===== src/rtl/sevenseg_pkg.sv =====
// Shared seven-segment definitions: glyph table (a = MSB, active-low), reverse decode,
// and the scan-reader FSM state type.
package sevenseg_pkg;

    localparam int unsigned SEG_A_BIT = 6;
    localparam int unsigned SEG_G_BIT = 0;

    typedef logic [SEG_A_BIT:SEG_G_BIT] seg_t;

    localparam seg_t GLYPH_0 = 7'b0000001;
    localparam seg_t GLYPH_1 = 7'b1001111;
    localparam seg_t GLYPH_2 = 7'b0010010;
    localparam seg_t GLYPH_3 = 7'b0000110;
    localparam seg_t GLYPH_4 = 7'b1001100;
    localparam seg_t GLYPH_5 = 7'b0100100;
    localparam seg_t GLYPH_6 = 7'b0100000;
    localparam seg_t GLYPH_7 = 7'b0001101;
    localparam seg_t GLYPH_8 = 7'b0000000;
    localparam seg_t GLYPH_9 = 7'b0000100;
    localparam seg_t GLYPH_A = 7'b0001000;
    localparam seg_t GLYPH_B = 7'b1100000;
    localparam seg_t GLYPH_C = 7'b0110001;
    localparam seg_t GLYPH_D = 7'b1000010;
    localparam seg_t GLYPH_E = 7'b0110000;
    localparam seg_t GLYPH_F = 7'b0111000;

    localparam seg_t [15:0] GLYPHS = {
        GLYPH_F, GLYPH_E, GLYPH_D, GLYPH_C, GLYPH_B, GLYPH_A, GLYPH_9, GLYPH_8,
        GLYPH_7, GLYPH_6, GLYPH_5, GLYPH_4, GLYPH_3, GLYPH_2, GLYPH_1, GLYPH_0
    };

    typedef enum logic [1:0] {StIdle, StTrack, StHold} scan_state_e;

    // Returns {err, nibble}; unknown patterns decode to nibble 0 with err set.
    function automatic logic [4:0] seg_to_nibble(input seg_t segs);
        logic [4:0] res;
        res = 5'b1_0000;
        for (int i = 0; i < 16; i++) begin
            if (segs == GLYPHS[i]) res = {1'b0, 4'(i)};
        end
        return res;
    endfunction

endpackage


===== src/rtl/sevenseg_stable_sampler.sv =====
// Synchronises the segment/anode bus, detects changes, counts stability and flags a
// one-cycle accept when a valid (single-anode) sample has been stable long enough.
module sevenseg_stable_sampler import sevenseg_pkg::*; #(
    parameter int unsigned NUM_DIGITS  = 4,
    parameter int unsigned STABLE_CNT  = 4,
    parameter int unsigned SYNC_STAGES = 2,
    localparam int unsigned IdxW = (NUM_DIGITS > 1) ? $clog2(NUM_DIGITS) : 1
) (
    input  logic                  clk,
    input  logic                  rst_n,
    input  seg_t                  segs_i,
    input  logic [NUM_DIGITS-1:0] an_i,
    output logic                  valid_o,
    output logic                  changed_o,
    output logic                  accept_o,
    output logic [IdxW-1:0]       idx_o,
    output seg_t                  segs_o
);

    seg_t [SYNC_STAGES-1:0]                  segs_sync_q;
    logic [SYNC_STAGES-1:0][NUM_DIGITS-1:0] an_sync_q;
    seg_t                                    segs_prev_q;
    logic [NUM_DIGITS-1:0]                   an_prev_q;
    logic [7:0]                              cnt_q, cnt_d;
    seg_t                                    s_segs;
    logic [NUM_DIGITS-1:0]                   s_an, an_low;

    assign s_segs = segs_sync_q[SYNC_STAGES-1];
    assign s_an   = an_sync_q[SYNC_STAGES-1];
    assign an_low = ~s_an;

    // Exactly one anode low: nonzero and a power of two.
    assign valid_o   = (an_low != '0) && ((an_low & (an_low - 1'b1)) == '0);
    assign changed_o = (s_segs != segs_prev_q) || (s_an != an_prev_q);
    assign segs_o    = s_segs;

    always_comb begin
        idx_o = '0;
        for (int i = 0; i < NUM_DIGITS; i++) begin
            if (!s_an[i]) idx_o = IdxW'(i);
        end
    end

    always_comb begin
        cnt_d = cnt_q;
        if (changed_o) begin
            cnt_d = '0;
        end else if (cnt_q < 8'(STABLE_CNT)) begin
            cnt_d = cnt_q + 8'd1;
        end
    end

    // Fires on the cycle the counter reaches STABLE_CNT; saturation keeps it one-shot.
    assign accept_o = valid_o && !changed_o && (cnt_q == 8'(STABLE_CNT - 1));

    always_ff @(posedge clk or negedge rst_n) begin
        if (!rst_n) begin
            segs_sync_q <= '0;
            an_sync_q   <= '0;
            segs_prev_q <= '0;
            an_prev_q   <= '0;
            cnt_q       <= '0;
        end else begin
            segs_sync_q <= {segs_sync_q[SYNC_STAGES-2:0], segs_i};
            an_sync_q   <= {an_sync_q[SYNC_STAGES-2:0], an_i};
            segs_prev_q <= s_segs;
            an_prev_q   <= s_an;
            cnt_q       <= cnt_d;
        end
    end

endmodule


===== src/rtl/sevenseg_scan_reader.sv =====
// Receive side of a scanned seven-segment link: captures each digit into a slot and
// publishes a full frame over valid/ready, flagging dropped frames as overrun.
module sevenseg_scan_reader import sevenseg_pkg::*; #(
    parameter int unsigned NUM_DIGITS  = 4,
    parameter int unsigned STABLE_CNT  = 4,
    parameter int unsigned SYNC_STAGES = 2
) (
    input  logic                    clk,
    input  logic                    rst_n,
    input  logic [6:0]              segs_in,
    input  logic [NUM_DIGITS-1:0]   an_in,
    input  logic                    frame_ready,
    output logic                    frame_valid,
    output logic [4*NUM_DIGITS-1:0] frame_data,
    output logic [NUM_DIGITS-1:0]   frame_err,
    output logic                    overrun
);

    localparam int unsigned IdxW = (NUM_DIGITS > 1) ? $clog2(NUM_DIGITS) : 1;

    logic            smp_valid, smp_changed, smp_accept;
    logic [IdxW-1:0] smp_idx;
    seg_t            smp_segs;
    logic [4:0]      dec;
    logic            wr, frame_done;

    scan_state_e                 state_q;
    logic [NUM_DIGITS-1:0][3:0]  slot_nib_q, slot_nib_d;
    logic [NUM_DIGITS-1:0]       slot_err_q, slot_err_d;
    logic [NUM_DIGITS-1:0]       mask_q, mask_d;
    logic                        frame_valid_q, overrun_q;
    logic [NUM_DIGITS-1:0][3:0]  frame_data_q;
    logic [NUM_DIGITS-1:0]       frame_err_q;

    sevenseg_stable_sampler #(
        .NUM_DIGITS (NUM_DIGITS),
        .STABLE_CNT (STABLE_CNT),
        .SYNC_STAGES(SYNC_STAGES)
    ) u_sampler (
        .clk      (clk),
        .rst_n    (rst_n),
        .segs_i   (segs_in),
        .an_i     (an_in),
        .valid_o  (smp_valid),
        .changed_o(smp_changed),
        .accept_o (smp_accept),
        .idx_o    (smp_idx),
        .segs_o   (smp_segs)
    );

    assign dec        = seg_to_nibble(smp_segs);
    assign wr         = smp_accept && (state_q == StTrack);
    assign frame_done = &mask_q;

    // Slot write lands before frame load; a completing write is seen next cycle via mask_q.
    always_comb begin
        slot_nib_d = slot_nib_q;
        slot_err_d = slot_err_q;
        mask_d     = mask_q;
        if (wr) begin
            slot_nib_d[smp_idx] = dec[3:0];
            slot_err_d[smp_idx] = dec[4];
            mask_d[smp_idx]     = 1'b1;
        end
        if (frame_done) mask_d = '0;
    end

    always_ff @(posedge clk or negedge rst_n) begin
        if (!rst_n) begin
            state_q       <= StIdle;
            slot_nib_q    <= '0;
            slot_err_q    <= '0;
            mask_q        <= '0;
            frame_valid_q <= 1'b0;
            frame_data_q  <= '0;
            frame_err_q   <= '0;
            overrun_q     <= 1'b0;
        end else begin
            unique case (state_q)
                StIdle:  if (smp_valid) state_q <= StTrack;
                StTrack: begin
                    if (!smp_valid)      state_q <= StIdle;
                    else if (smp_accept) state_q <= StHold;
                end
                StHold: begin
                    if (!smp_valid)       state_q <= StIdle;
                    else if (smp_changed) state_q <= StTrack;
                end
                default: state_q <= StIdle;
            endcase

            slot_nib_q <= slot_nib_d;
            slot_err_q <= slot_err_d;
            mask_q     <= mask_d;

            if (frame_valid_q && frame_ready) begin
                frame_valid_q <= 1'b0;
                overrun_q     <= 1'b0;
            end
            if (frame_done) begin
                if (!frame_valid_q || frame_ready) begin
                    frame_valid_q <= 1'b1;
                    frame_data_q  <= slot_nib_d;
                    frame_err_q   <= slot_err_d;
                end else begin
                    overrun_q <= 1'b1;
                end
            end
        end
    end

    assign frame_valid = frame_valid_q;
    assign frame_data  = frame_data_q;
    assign frame_err   = frame_err_q;
    assign overrun     = overrun_q;

endmodule


===== config.mk =====
export PLATFORM = sky130hd
export DESIGN_NAME = sevenseg_scan_reader
export DESIGN_NICKNAME = d
export VERILOG_FILES = /design/src/rtl/sevenseg_pkg.sv /design/src/rtl/sevenseg_stable_sampler.sv /design/src/rtl/sevenseg_scan_reader.sv
export SDC_FILE = /design/constraint.sdc
export NUM_CORES = 1
export LEC_CHECK = 0
export BUFFER_PORTS_ARGS = -buffer_cell sky130_fd_sc_hd__clkbuf_2
export CAP_MARGIN = 20
export CORE_MARGIN = 2
export CORE_UTILIZATION = 30
export DETAILED_ROUTE_END_ITERATION = 8
export PLACE_DENSITY = 0.57
export SLEW_MARGIN = 25
export SYNTH_ARGS = -nofsm -noshare
export SYNTH_HDL_FRONTEND = slang
export SYNTH_SLANG_ARGS = --single-unit

===== constraint.sdc =====
create_clock -name clk -period 3.8 [get_ports clk]
set_input_delay 0.38 -clock clk [delete_from_list [all_inputs] [get_ports clk]]
set_output_delay 0.38 -clock clk [all_outputs]
set_load 0.05 [all_outputs]

==> impl_metrics.json <==
{
  "outcome": "finished clean",
  "crit_path_start_kind": "flop",
  "netlist_top_cells_area": "dfrtp_1 64%, mux2_2 9.7%, xor2_1 3.3%, nor2_1 2.5%, nand2b_1 1.4%",
  "path_clk_slew_ps": 60,
  "synth.distinct_cells": 39,
  "rrSetupSlack_ps": 990,
  "r2r_start": "u_sampler.segs_o[2]$_DFF_PN0_",
  "start_util": 0.306,
  "die_height_um": 112,
  "avgSynthCellArea_um2": 13.3,
  "grt-ovfl-total": 0,
  "max_stage_delay_ps": 600,
  "reg2reg_depth": 7,
  "min_period_ps": 2810,
  "cp_slowest_cell": "nor4_4",
  "drc_errors": 0,
  "rsz0062_at_grt": "no",
  "root_buffer": "clkbuf_16",
  "area_growth_pct": 17.6,
  "synth-main-ff-cell": "dfrtp_1",
  "worstSkewPairLatency_ps": 340,
  "ys_ff_latch": 89,
  "skew_ps": 8.32,
  "grt_start_max_net_pins": 90,
  "core-area_um2": 11400,
  "synth-simple-area-share": 0.141,
  "layout_common_cells": "89 x dfrtp_1, 34 x clkbuf_2, 30 x mux2_2",
  "cts_hold_buf": 0,
  "hp-class": "primary input to async pin",
  "die_area_um2": 12500,
  "synth-compound-area-share": 0.0476,
  "cp-startpoint": "u_sampler.segs_o[2]$_DFF_PN0_",
  "yosys.area.top_type_share": 0.637,
  "grt_pass1_vias": 2051,
  "cp.required_ps": 4020,
  "period_share": 0.739,
  "synthXorXnorAreaFrac": 0.0351,
  "die_x_um": 112,
  "crit_fanout": 15,
  "ctsResizeCount": 0,
  "setup_slack_ps": 992,
  "cp.depth": 7,
  "via_count": 2056,
  "synth_area_um2": 3500,
  "fin_nets": 314,
  "setup_tns_ps": 0,
  "pre_cts_ws_ps": 951,
  "yosys_warnings": 0,
  "timing.critical_path.to": "frame_data[9]$_DFFE_PN0P_",
  "yosysTopAreaCell": "dfrtp_1",
  "final_common_cell": "dfrtp_1",
  "slew_viol_final": 0,
  "row_count": 39,
  "synth_top_family_by_area": "simple AND/OR/NAND/NOR gates",
  "synth_nets": 277,
  "path_buf_inv": 1,
  "synth_edf_count": 0,
  "path_common_cell": "mux2_2",
  "arrival_ps": 3030,
  "path_cells": "xor2_1 -> nor4_1 -> nand3_1 -> buf_4 -> nor4_4 -> mux2_2 -> mux2_2",
  "cts_inserted_buffers": 9,
  "gr-usage-all-layers": 0.108,
  "nFillCells": 1146,
  "setup_violations": 0,
  "cts_tree": "done",
  "reg2reg_to": "frame_data[9]$_DFFE_PN0P_",
  "async_reset_ff_frac": 1.00,
  "cts-htree-levels": 3,
  "power_leakage_nw": 1.96,
  "ir_worst_vdd_mv": 0.267,
  "critPathTopFamily": "simple AND/OR/NAND/NOR gates",
  "drive_above_1_share": 0.296,
  "ant_nets": 0,
  "io_buffers": 35,
  "ys_seq_area_frac": 0.637,
  "synthCells": 262,
  "antenna_cells": 0,
  "cts.sinks": 89,
  "first_pass_iters": 4,
  "wl_um": 6130,
  "antenna_found_initial": 0,
  "max_freq_mhz": 356,
  "tightest_slew_ps": 781,
  "place.gp.congestion": 0.744,
  "slew_headroom": 0.479,
  "drv_cap": 0,
  "grt_pass1_wl_um": 10600,
  "synthAdderAreaFrac": 0.00358,
  "avgViaCountPerCell": 4.60,
  "postCtsSetupBuffers": 0,
  "clk_path_buf_depth": 2,
  "timing_hold_violations_final": 0,
  "p_per_area_nw_per_um2": 457,
  "wl_per_cell_um": 13.7,
  "dp_hpwl_um": 4050,
  "drt_iter0_markers": 107,
  "ioPinCount": 36,
  "critical_path_class": "flop to flop",
  "synth_mux_area_frac": 0.112,
  "end_kind": "flop"
}
sequential cells by signal, summed over array words and instances, names as in the netlist:
signal                 flops
frame_data                16
slot_nib_q                16
u_sampler.cnt_q            8
u_sampler.segs_o           7
u_sampler.segs_prev_q      7
u_sampler.segs_sync_q      7
frame_err                  4
mask_q                     4
slot_err_q                 4
u_sampler.an_prev_q        4
u_sampler.an_sync_q        4
u_sampler.s_an             4
state_q                    2
frame_valid                1
overrun                    1
worst reg2reg max path: stages, from the launching register on:
cell and delay, ps:
dfrtp_1 540, xor2_1 220, nor4_1 330, nand3_1 110
buf_4 220, nor4_4 600, mux2_2 420, mux2_2 260
worst min path at each step:
stage | to | slack (ps) | from | cells past startpoint
after detailed placement | u_sampler.segs_o[4]$_DFF_PN0_ | 340 | u_sampler.segs_sync_q[4]$_DFF_PN0_ | 0
after global placement | u_sampler.segs_o[6]$_DFF_PN0_ | 330 | u_sampler.segs_sync_q[6]$_DFF_PN0_ | 0
after floorplan | frame_data[0]$_DFFE_PN0P_ | 80 | rst_n | 0
after global routing | u_sampler.segs_sync_q[5]$_DFF_PN0_ | 130 | segs_in[5] | 1
final | frame_data[9]$_DFFE_PN0P_ | 110 | rst_n | 1
after CTS | u_sampler.segs_sync_q[5]$_DFF_PN0_ | 130 | segs_in[5] | 1
logic make-up (layout without fill, tap and decap cells):
group,count (synthesis),after routing
XOR/XNOR,14,14
AO/OA/AOI/OAI,26,26
flip-flops,89,89
multiplexers,35,35
buffers and inverters,21,63
adder cells (fa/ha/maj),1,1
AND/OR/NAND/NOR,76,76
final cells by class:
| type | count | area [um^2] | share of cell area |
|---|---|---|---|
| Clock inverter | 6 | 50.0 | 0.0122 |
| Multi-Input combinational cell | 152 | 1190 | 0.289 |
| Inverter | 10 | 37.5 | 0.00913 |
| Sequential cell | 89 | 2230 | 0.542 |
| Timing Repair Buffer | 37 | 200 | 0.0487 |
| Tap cell | 143 | 179 | 0.0435 |
| Clock buffer | 10 | 229 | 0.0557 |
layer usage:
layer  share of wire  GRT usage
met5               0          0
met1            0.49      0.152
met3           0.044     0.0327
met2            0.45      0.157
met4           0.018     0.0439
synthesized netlist by cell type, drive strengths merged, types with 4 or more instances:
library cell / count
xor2: 13
a211oi: 4
a21oi: 4
nand2: 8
nand4: 5
mux2: 31
nand4b: 4
nor4: 4
nor3: 8
a31oi: 5
inv: 10
clkbuf: 9
dfrtp: 89
mux2i: 4
nand3: 5
nand2b: 8
o21ai: 6
nor2: 23
where the power goes:
group          leakage (nW)  switching (W)  internal, W
Sequential             1.17      0.0000242     0.000967
Combinational         0.669      0.0000392    0.0000220
Clock                 0.130       0.000377     0.000450
Total                  1.96       0.000441      0.00144
through the flow:
stage          area [um^2]  power [W]  hold slack [ps]  instances  utilization
3_5_place_dp          3820    0.00107              336        430        0.335
3_3_place_gp          3820    0.00107              332        430        0.334
6_report              4110    0.00188              108        447        0.360
4_1_cts               4100    0.00191              129        446        0.359
5_1_grt               4110    0.00195              129        447        0.360
2_1_floorplan         3500    0.00104             84.4        262            -
Note: power is estimated with default switching activity, not from simulation.
